<file path="src/rtl/fetch_queue_ctrl.sv">
// fetch_queue_ctrl: instruction fetch PC generator feeding a DEPTH-entry {PC, instruction} queue.
// Optional macro FETCH_BYPASS_EN enables same-cycle bypass of the empty queue.
module fetch_queue_ctrl #(
  parameter logic [31:0] RESET_PC = 32'h00000000,
  parameter int          DEPTH    = 2
) (
  input  logic        i_clk,
  input  logic        i_rst,
  output logic [31:0] o_imem_address,
  input  logic [31:0] i_imem_instruction,
  input  logic        i_redirect,
  input  logic [31:0] i_redirect_pc,
  output logic        o_instr_valid,
  input  logic        i_instr_ready,
  output logic [31:0] o_instruction,
  output logic [31:0] o_instr_pc,
  output logic [31:0] o_pc_plus4
);
  localparam int PW = $clog2(DEPTH);
  localparam int CW = PW + 1;
  logic [31:0]   r_fetch_pc;
  logic [31:0]   r_pc_q  [DEPTH];
  logic [31:0]   r_ins_q [DEPTH];
  logic [PW-1:0] r_rd_ptr, r_wr_ptr;
  logic [CW-1:0] r_count;
  logic          w_head_valid, w_bypass, w_pop, w_qpop, w_adv, w_enq;
  logic [31:0]   w_redirect_pc;
  assign w_head_valid  = r_count != '0;
  assign w_redirect_pc = i_redirect_pc & 32'hFFFF_FFFC;
`ifdef FETCH_BYPASS_EN
  assign w_bypass      = !w_head_valid && !i_redirect && !i_rst;
  assign o_instruction = w_head_valid ? r_ins_q[r_rd_ptr] : w_bypass ? i_imem_instruction : '0;
  assign o_instr_pc    = w_head_valid ? r_pc_q[r_rd_ptr] : w_bypass ? r_fetch_pc : '0;
`else
  assign w_bypass      = 1'b0;
  assign o_instruction = w_head_valid ? r_ins_q[r_rd_ptr] : '0;
  assign o_instr_pc    = w_head_valid ? r_pc_q[r_rd_ptr] : '0;
`endif
  assign o_instr_valid  = w_head_valid | w_bypass;
  assign o_pc_plus4     = o_instr_pc + 32'd4;
  assign o_imem_address = r_fetch_pc;
  assign w_pop          = o_instr_valid & i_instr_ready;
  assign w_qpop         = w_pop & w_head_valid;
  assign w_adv          = !i_rst & !i_redirect & ((r_count < CW'(DEPTH)) | w_pop);
  // a bypassed word that decode takes this cycle never enters the queue
  assign w_enq          = w_adv & !(w_bypass & i_instr_ready);
  always_ff @(posedge i_clk) begin
    if (i_rst) begin
      r_fetch_pc <= RESET_PC & 32'hFFFF_FFFC;
      r_count    <= '0;
      r_rd_ptr   <= '0;
      r_wr_ptr   <= '0;
    end else if (i_redirect) begin
      r_fetch_pc <= w_redirect_pc;
      r_count    <= '0;
      r_rd_ptr   <= '0;
      r_wr_ptr   <= '0;
    end else begin
      r_fetch_pc <= w_adv ? r_fetch_pc + 32'd4 : r_fetch_pc;
      r_wr_ptr   <= w_enq ? r_wr_ptr + 1'b1 : r_wr_ptr;
      r_rd_ptr   <= w_qpop ? r_rd_ptr + 1'b1 : r_rd_ptr;
      r_count    <= r_count + CW'(w_enq) - CW'(w_qpop);
    end
  end
  always_ff @(posedge i_clk) begin
    if (w_enq) begin
      r_pc_q[r_wr_ptr]  <= r_fetch_pc;
      r_ins_q[r_wr_ptr] <= i_imem_instruction;
    end
  end
endmodule

</file>
<file path="config.mk">
export PLATFORM = sky130hd
export DESIGN_NAME = fetch_queue_ctrl
export DESIGN_NICKNAME = d
export VERILOG_FILES = /design/src/rtl/fetch_queue_ctrl.sv
export SDC_FILE = /design/constraint.sdc
export NUM_CORES = 1
export LEC_CHECK = 0
export CAP_MARGIN = 25
export CORE_MARGIN = 2
export CORE_UTILIZATION = 57
export CTS_CLUSTER_DIAMETER = 150
export DETAILED_ROUTE_END_ITERATION = 12
export DONT_BUFFER_PORTS = 1
export PLACE_DENSITY = 0.84
export SYNTH_ARGS = -nofsm -noshare
export SYNTH_HDL_FRONTEND = slang
export SYNTH_SLANG_ARGS = --single-unit
</file>
<file path="constraint.sdc">
create_clock -name i_clk -period 3.7 [get_ports i_clk]
set_input_delay 0.185 -clock i_clk [delete_from_list [all_inputs] [get_ports i_clk]]
set_output_delay 0.185 -clock i_clk [all_outputs]
set_load 0.05 [all_outputs]
</file>
# After elaboration in Yosys (flattened, before gate mapping)
# Memory sizes are Yosys's and may differ from the RTL's. A register that Yosys moved wholly into a read port is not among the register bits.
# Index checks and enable logic that the tools add are counted.
# Widths: inputs -> output; s select.
[op_classes]
mux = 10
bitwise = 5
n_reduce_logical = 5
n_lt_le_gt_ge = 1
addsub = 6
[op_table]
columns = ["cell", "count"]
rows = [
  ["$mux 32", 4],
  ["$add 32x3->32 const B", 2],
  ["$mux 1", 6],
  ["$and 1x1->1", 4],
  ["$reduce_bool 2->1", 2],
  ["$add 1x1->1 const B", 2],
  ["$add 2x1->2", 1],
  ["$logic_not 1->1", 2],
  ["$lt 2x2->1 const B", 1],
  ["$reduce_or 2->1", 1],
  ["$sub 2x1->2", 1],
  ["$or 1x1->1", 1],
]
[totals]
mem_count = 2
regBits = 36
output_inout_bits = 129
ramBits = 128
[mem_list]
columns = ["name", "words", "word_bits", "read_ports", "rd_ports_with_merged_regs", "write_ports", "line_no", "rtl"]
rows = [
  ["r_ins_q", 2, 32, 1, 1, 1, "23", "logic [31:0] r_ins_q [DEPTH];"],
  ["r_pc_q", 2, 32, 1, 1, 1, "22", "logic [31:0] r_pc_q [DEPTH];"],
]

# Longest topological paths before layout
[depth]
depth_word = 6
mapped_depth = 13
depth_no_buf = 10

# Worst setup path after synthesis
# Ideal clock, no wire load.
[synth_path]
path_kind = "register to output"
from = "reg with a tool-made name"
to = "out o_pc_plus4[16]"
required_time_ns = 3.515
slack_ns = -0.939
stages_incl_launch_ff = 14
t_arrival_ns = 4.454
cell_sequence = "dfxtp_1 buf_4 buf_2 buf_2 buf_2 buf_2 mux2i_1 nor2_1 ha_1 nand4b_1 a211oi_1 nand4_2 nor4_1 xor2_1"
[synth_lines]
columns = ["element", "line_no", "rtl"]
rows = [
  ["to (decl)", "17", "output logic [31:0] o_pc_plus4"],
]

# Final worst setup path
[layout_path]
from = "reg r_count[1]"
to = "out o_pc_plus4[31]"
[layout_via]
elab_chain_len = 3
[layout_lines]
columns = ["element", "line_no", "rtl"]
rows = [
  ["from (decl)", "25", "logic [CW-1:0] r_count;"],
  ["from (signal assigned)", "62", "r_count <= r_count + CW'(w_enq) - CW'(w_qpop);"],
  ["$reduce_bool 2->1", "28", "assign w_head_valid = r_count != '0;"],
  ["$mux 32", "37", "assign o_instr_pc = w_head_valid ? r_pc_q[r_rd_ptr] : '0;"],
  ["named net o_instr_pc[19]", "16", "output logic [31:0] o_instr_pc,"],
  ["$add 32x3->32", "40", "assign o_pc_plus4 = o_instr_pc + 32'd4;"],
]
# The timed path passes the listed nets, and every way through them passes these cells.

==> flow_results.xml <==
<?xml version="1.0" encoding="UTF-8"?>
<metrics>
  <group name="critical_path">
    <metric name="timing.critical_path.max_delay_family" unit="">simple AND/OR/NAND/NOR gates</metric>
    <metric name="setup.worst_path.class" unit="">register to output port</metric>
    <metric name="critical-path-slowest-cell" unit="">sky130_fd_sc_hd__dfxtp_1</metric>
    <metric name="critical_path.max_fanout" unit="">30</metric>
    <metric name="worst-path-buf-inv" unit="">3</metric>
    <metric name="critical_path_required" unit="ns">3.51</metric>
    <metric name="crit_path_end_kind" unit="">output port</metric>
    <metric name="cell_chain_critical_path" unit="">nor2_4, buf_4, or2_2, inv_1, nand4_1, nor4_1, xor2_1, buf_4</metric>
    <metric name="slowest_delay" unit="ns">0.45</metric>
    <metric name="crit_path_frequent_cell" unit="">sky130_fd_sc_hd__buf_4</metric>
    <metric name="setup.worst_path.start_class" unit="">register</metric>
    <metric name="worst-endpoint-arrival" unit="ns">3.27</metric>
  </group>
  <group name="grt">
    <metric name="first_global_vias" unit="">5139</metric>
    <metric name="grt_overflow_total" unit="">0</metric>
    <metric name="grt_antenna_before_repair" unit="">0</metric>
    <metric name="pin_count_of_the_biggest_net_entering_global_routing" unit="">42</metric>
    <metric name="grt.total_usage" unit="%">25.3</metric>
    <metric name="grt_first_pass_wirelength" unit="um">27400</metric>
  </group>
  <group name="clock_network">
    <metric name="inserted_clock_buffers" unit="">17</metric>
    <metric name="cts_max_level" unit="">4</metric>
    <metric name="clk_latency" unit="ns">0.41</metric>
    <metric name="cts.clk_slew.worst_paths" unit="ns">0.06</metric>
    <metric name="cts_sinks" unit="">159</metric>
    <metric name="clock_tree_from_tritoncts" unit="">done</metric>
    <metric name="cts.repair.resized" unit="">0</metric>
    <metric name="clock-root-buffer" unit="">sky130_fd_sc_hd__clkbuf_16</metric>
    <metric name="clk_path_buf_depth" unit="">2</metric>
  </group>
  <group name="die">
    <metric name="design.core.area" unit="um^2">12600</metric>
    <metric name="boundaryPins" unit="">197</metric>
    <metric name="dieArea" unit="um^2">13800</metric>
    <metric name="row_count" unit="">41</metric>
    <metric name="die_y" unit="um">118</metric>
    <metric name="die_w" unit="um">118</metric>
    <metric name="initial_core_util" unit="%">58.2</metric>
  </group>
  <group name="run">
    <metric name="max_cap_violations" unit="">0</metric>
  </group>
  <group name="yosys">
    <metric name="ys.warnings.count" unit="">0</metric>
    <metric name="synthFlopType" unit="">sky130_fd_sc_hd__edfxtp_1</metric>
    <metric name="synth_async_sr_flop_share" unit="%">0</metric>
    <metric name="post_synth_instance_area" unit="um^2">7340</metric>
    <metric name="synth_seq_cells" unit="">159</metric>
    <metric name="synth_sequential_area_ratio" unit="%">60.2</metric>
    <metric name="ys_types" unit="">45</metric>
    <metric name="synthesis.instances" unit="">617</metric>
    <metric name="syn_avg_cell_area" unit="um^2">11.9</metric>
    <metric name="synth_edf_count" unit="">124</metric>
  </group>
  <group name="layout">
    <metric name="flow.area_growth_from_synthesis" unit="%">30.7</metric>
    <metric name="nets" unit="">803</metric>
    <metric name="mostFrequentLayoutCell" unit="">sky130_fd_sc_hd__edfxtp_1</metric>
    <metric name="filler_cell_count" unit="">773</metric>
    <metric name="drive_above_1_share" unit="%">17.8</metric>
    <metric name="antenna-diode-count" unit="">0</metric>
    <metric name="final_cell_mix" unit="">sky130_fd_sc_hd__edfxtp_1, sky130_fd_sc_hd__nor2_1, sky130_fd_sc_hd__dlygate4sd3_1, sky130_fd_sc_hd__mux2i_1, sky130_fd_sc_hd__buf_4</metric>
    <metric name="layout.cells.non_filler" unit="">915</metric>
  </group>
  <group name="timing">
    <metric name="fin_worst_skew" unit="ns">0.0110</metric>
    <metric name="finalSetupTns" unit="ns">0</metric>
    <metric name="worst_slew_pin_slew" unit="ns">1.10</metric>
    <metric name="slew_violations" unit="">0</metric>
    <metric name="grt_setup_unrepaired" unit="">no</metric>
    <metric name="period_share" unit="%">93.5</metric>
    <metric name="fmax" unit="MHz">289</metric>
    <metric name="timing_hold_violations_final" unit="">0</metric>
    <metric name="timing.slew.headroom" unit="%">26.4</metric>
    <metric name="post-route-min-period" unit="ns">3.46</metric>
    <metric name="timing.final.setup_violations" unit="">0</metric>
  </group>
  <group name="drt">
    <metric name="antenna_left" unit="">0</metric>
    <metric name="post_drt_wl_per_cell" unit="um">18.9</metric>
    <metric name="remaining_drc_errors" unit="">0</metric>
    <metric name="viasPerCell" unit="">5.72</metric>
    <metric name="number_of_optimization_iterations_in_the_first_detailed_route_pass" unit="">5</metric>
    <metric name="detail_route.wirelength" unit="um">17300</metric>
    <metric name="vias_after_detailed_routing" unit="">5230</metric>
    <metric name="detail_route.iter0.violations" unit="">281</metric>
  </group>
  <group name="placed_design">
    <metric name="io_buffer_count" unit="">0</metric>
    <metric name="gp_congestion" unit="">0.807</metric>
    <metric name="dpl.cell_count" unit="">813</metric>
    <metric name="hpwlAfterDp" unit="um">11500</metric>
  </group>
  <group name="outcome">
    <metric name="status" unit="">finished, final reports clean</metric>
  </group>
  <group name="pwr">
    <metric name="cellPowerDensity" unit="nW/um^2">454</metric>
    <metric name="irDropWorstVdd" unit="V">0.000243</metric>
    <metric name="p_leak" unit="uW">0.00330</metric>
  </group>
  <group name="min_path">
    <metric name="worst_hold_path_type" unit="">input port to register</metric>
  </group>
</metrics>
## cells by family after synthesis
family                   share of synthesized area, %
buffers and inverters                            3.41
multiplexers                                     8.60
XOR/XNOR                                         6.80
AND/OR/NAND/NOR                                  15.6
other                                          0.0511
flip-flops                                       60.2
adder cells (fa/ha/maj)                         0.682
AO/OA/AOI/OAI                                    4.65
## registers in the layout, indices dropped and copies added (netlist names), named ones only
signal,count
r_pc_q,60
r_count,2
r_wr_ptr,1
o_imem_address,30
r_rd_ptr,1
r_ins_q,64
## metal layers
| metal | GRT usage, % | routed length, um |
|---|---|---|
| met1 | 31.5 | 7080 |
| met5 | 0 | 0 |
| met4 | 9.34 | 337 |
| met3 | 7.70 | 1290 |
| met2 | 41.8 | 8620 |
## path summary, 6_finish.rpt
path / startpoint / endpoint / slack (ns) / depth (start not counted)
setup / recovery: r_count[1] / o_pc_plus4[31] / 0.24 / 8
hold reg to reg: r_rd_ptr / register / 0.58 / 2
hold / removal: i_redirect / r_count[0] / 0.05 / 2
setup reg to reg: o_imem_address[2] / o_imem_address[22] / 0.93 / 5
## power breakdown
group / internal (uW) / total (uW) / switching, uW / leakage (uW)
clock: 1060 / 1720 / 663 / 0.000284
combinational: 166 / 508 / 342 / 0.00157
sequential: 2000 / 2130 / 126 / 0.00145
total: 3230 / 4360 / 1130 / 0.00330
## cell type report
| cell class | count | area [um^2] | area share, % |
|---|---|---|---|
| sequential | 159 | 4430 | 46.1 |
| multi-input combinational | 409 | 2990 | 31.2 |
| timing repair buffer | 130 | 1310 | 13.6 |
| clock buffer | 18 | 429 | 4.47 |
| tap | 172 | 215 | 2.24 |
| clock inverter | 13 | 163 | 1.69 |
| inverter | 14 | 60.1 | 0.626 |
## timing repair
action | in CTS | in global routing
endpoints found under the setup margin | 0 | 1
hold buffers | 64 | 0
endpoints found under the hold margin | 94 | 0
setup buffers | 0 | 2
## worst reg2reg max path, cell delays in order (launching register included)
cell and delay, ns:
sky130_fd_sc_hd__dfxtp_1 0.75, sky130_fd_sc_hd__ha_1 0.29, sky130_fd_sc_hd__nand4_1 0.59, sky130_fd_sc_hd__nor4_1 0.66, sky130_fd_sc_hd__xnor2_1 0.14, sky130_fd_sc_hd__a211oi_1 0.25
## synthesized netlist by cell type (9+ instances only)
master	instances	area, um^2
sky130_fd_sc_hd__nand2_1	32	120
sky130_fd_sc_hd__xnor2_1	37	324
sky130_fd_sc_hd__nand4_1	10	62.6
sky130_fd_sc_hd__nor2_1	100	375
sky130_fd_sc_hd__nand3_1	23	115
sky130_fd_sc_hd__clkbuf_1	22	82.6
sky130_fd_sc_hd__inv_1	14	52.6
sky130_fd_sc_hd__nor3_1	20	100
sky130_fd_sc_hd__a211oi_1	24	180
sky130_fd_sc_hd__mux2i_1	62	621
sky130_fd_sc_hd__edfxtp_1	124	3720
sky130_fd_sc_hd__dfxtp_1	35	701
sky130_fd_sc_hd__xor2_1	20	175
sky130_fd_sc_hd__nor4_1	9	56.3
## through the flow
step	worst slack [ns]	hold WS (ns)	power, uW	util (%)	instance area [um^2]
after detailed placement	0.604	0.260	2590	65.5	8260
after floorplan	0.0234	0.284	2490	-	7670
after global routing	0.134	0.0377	4490	76.1	9600
final	0.242	0.0467	4360	76.1	9600
after global placement	0.647	0.256	2570	65.3	8240
after CTS	0.139	0.0160	4370	75.2	9490
(Power assumes the default switching activity.)
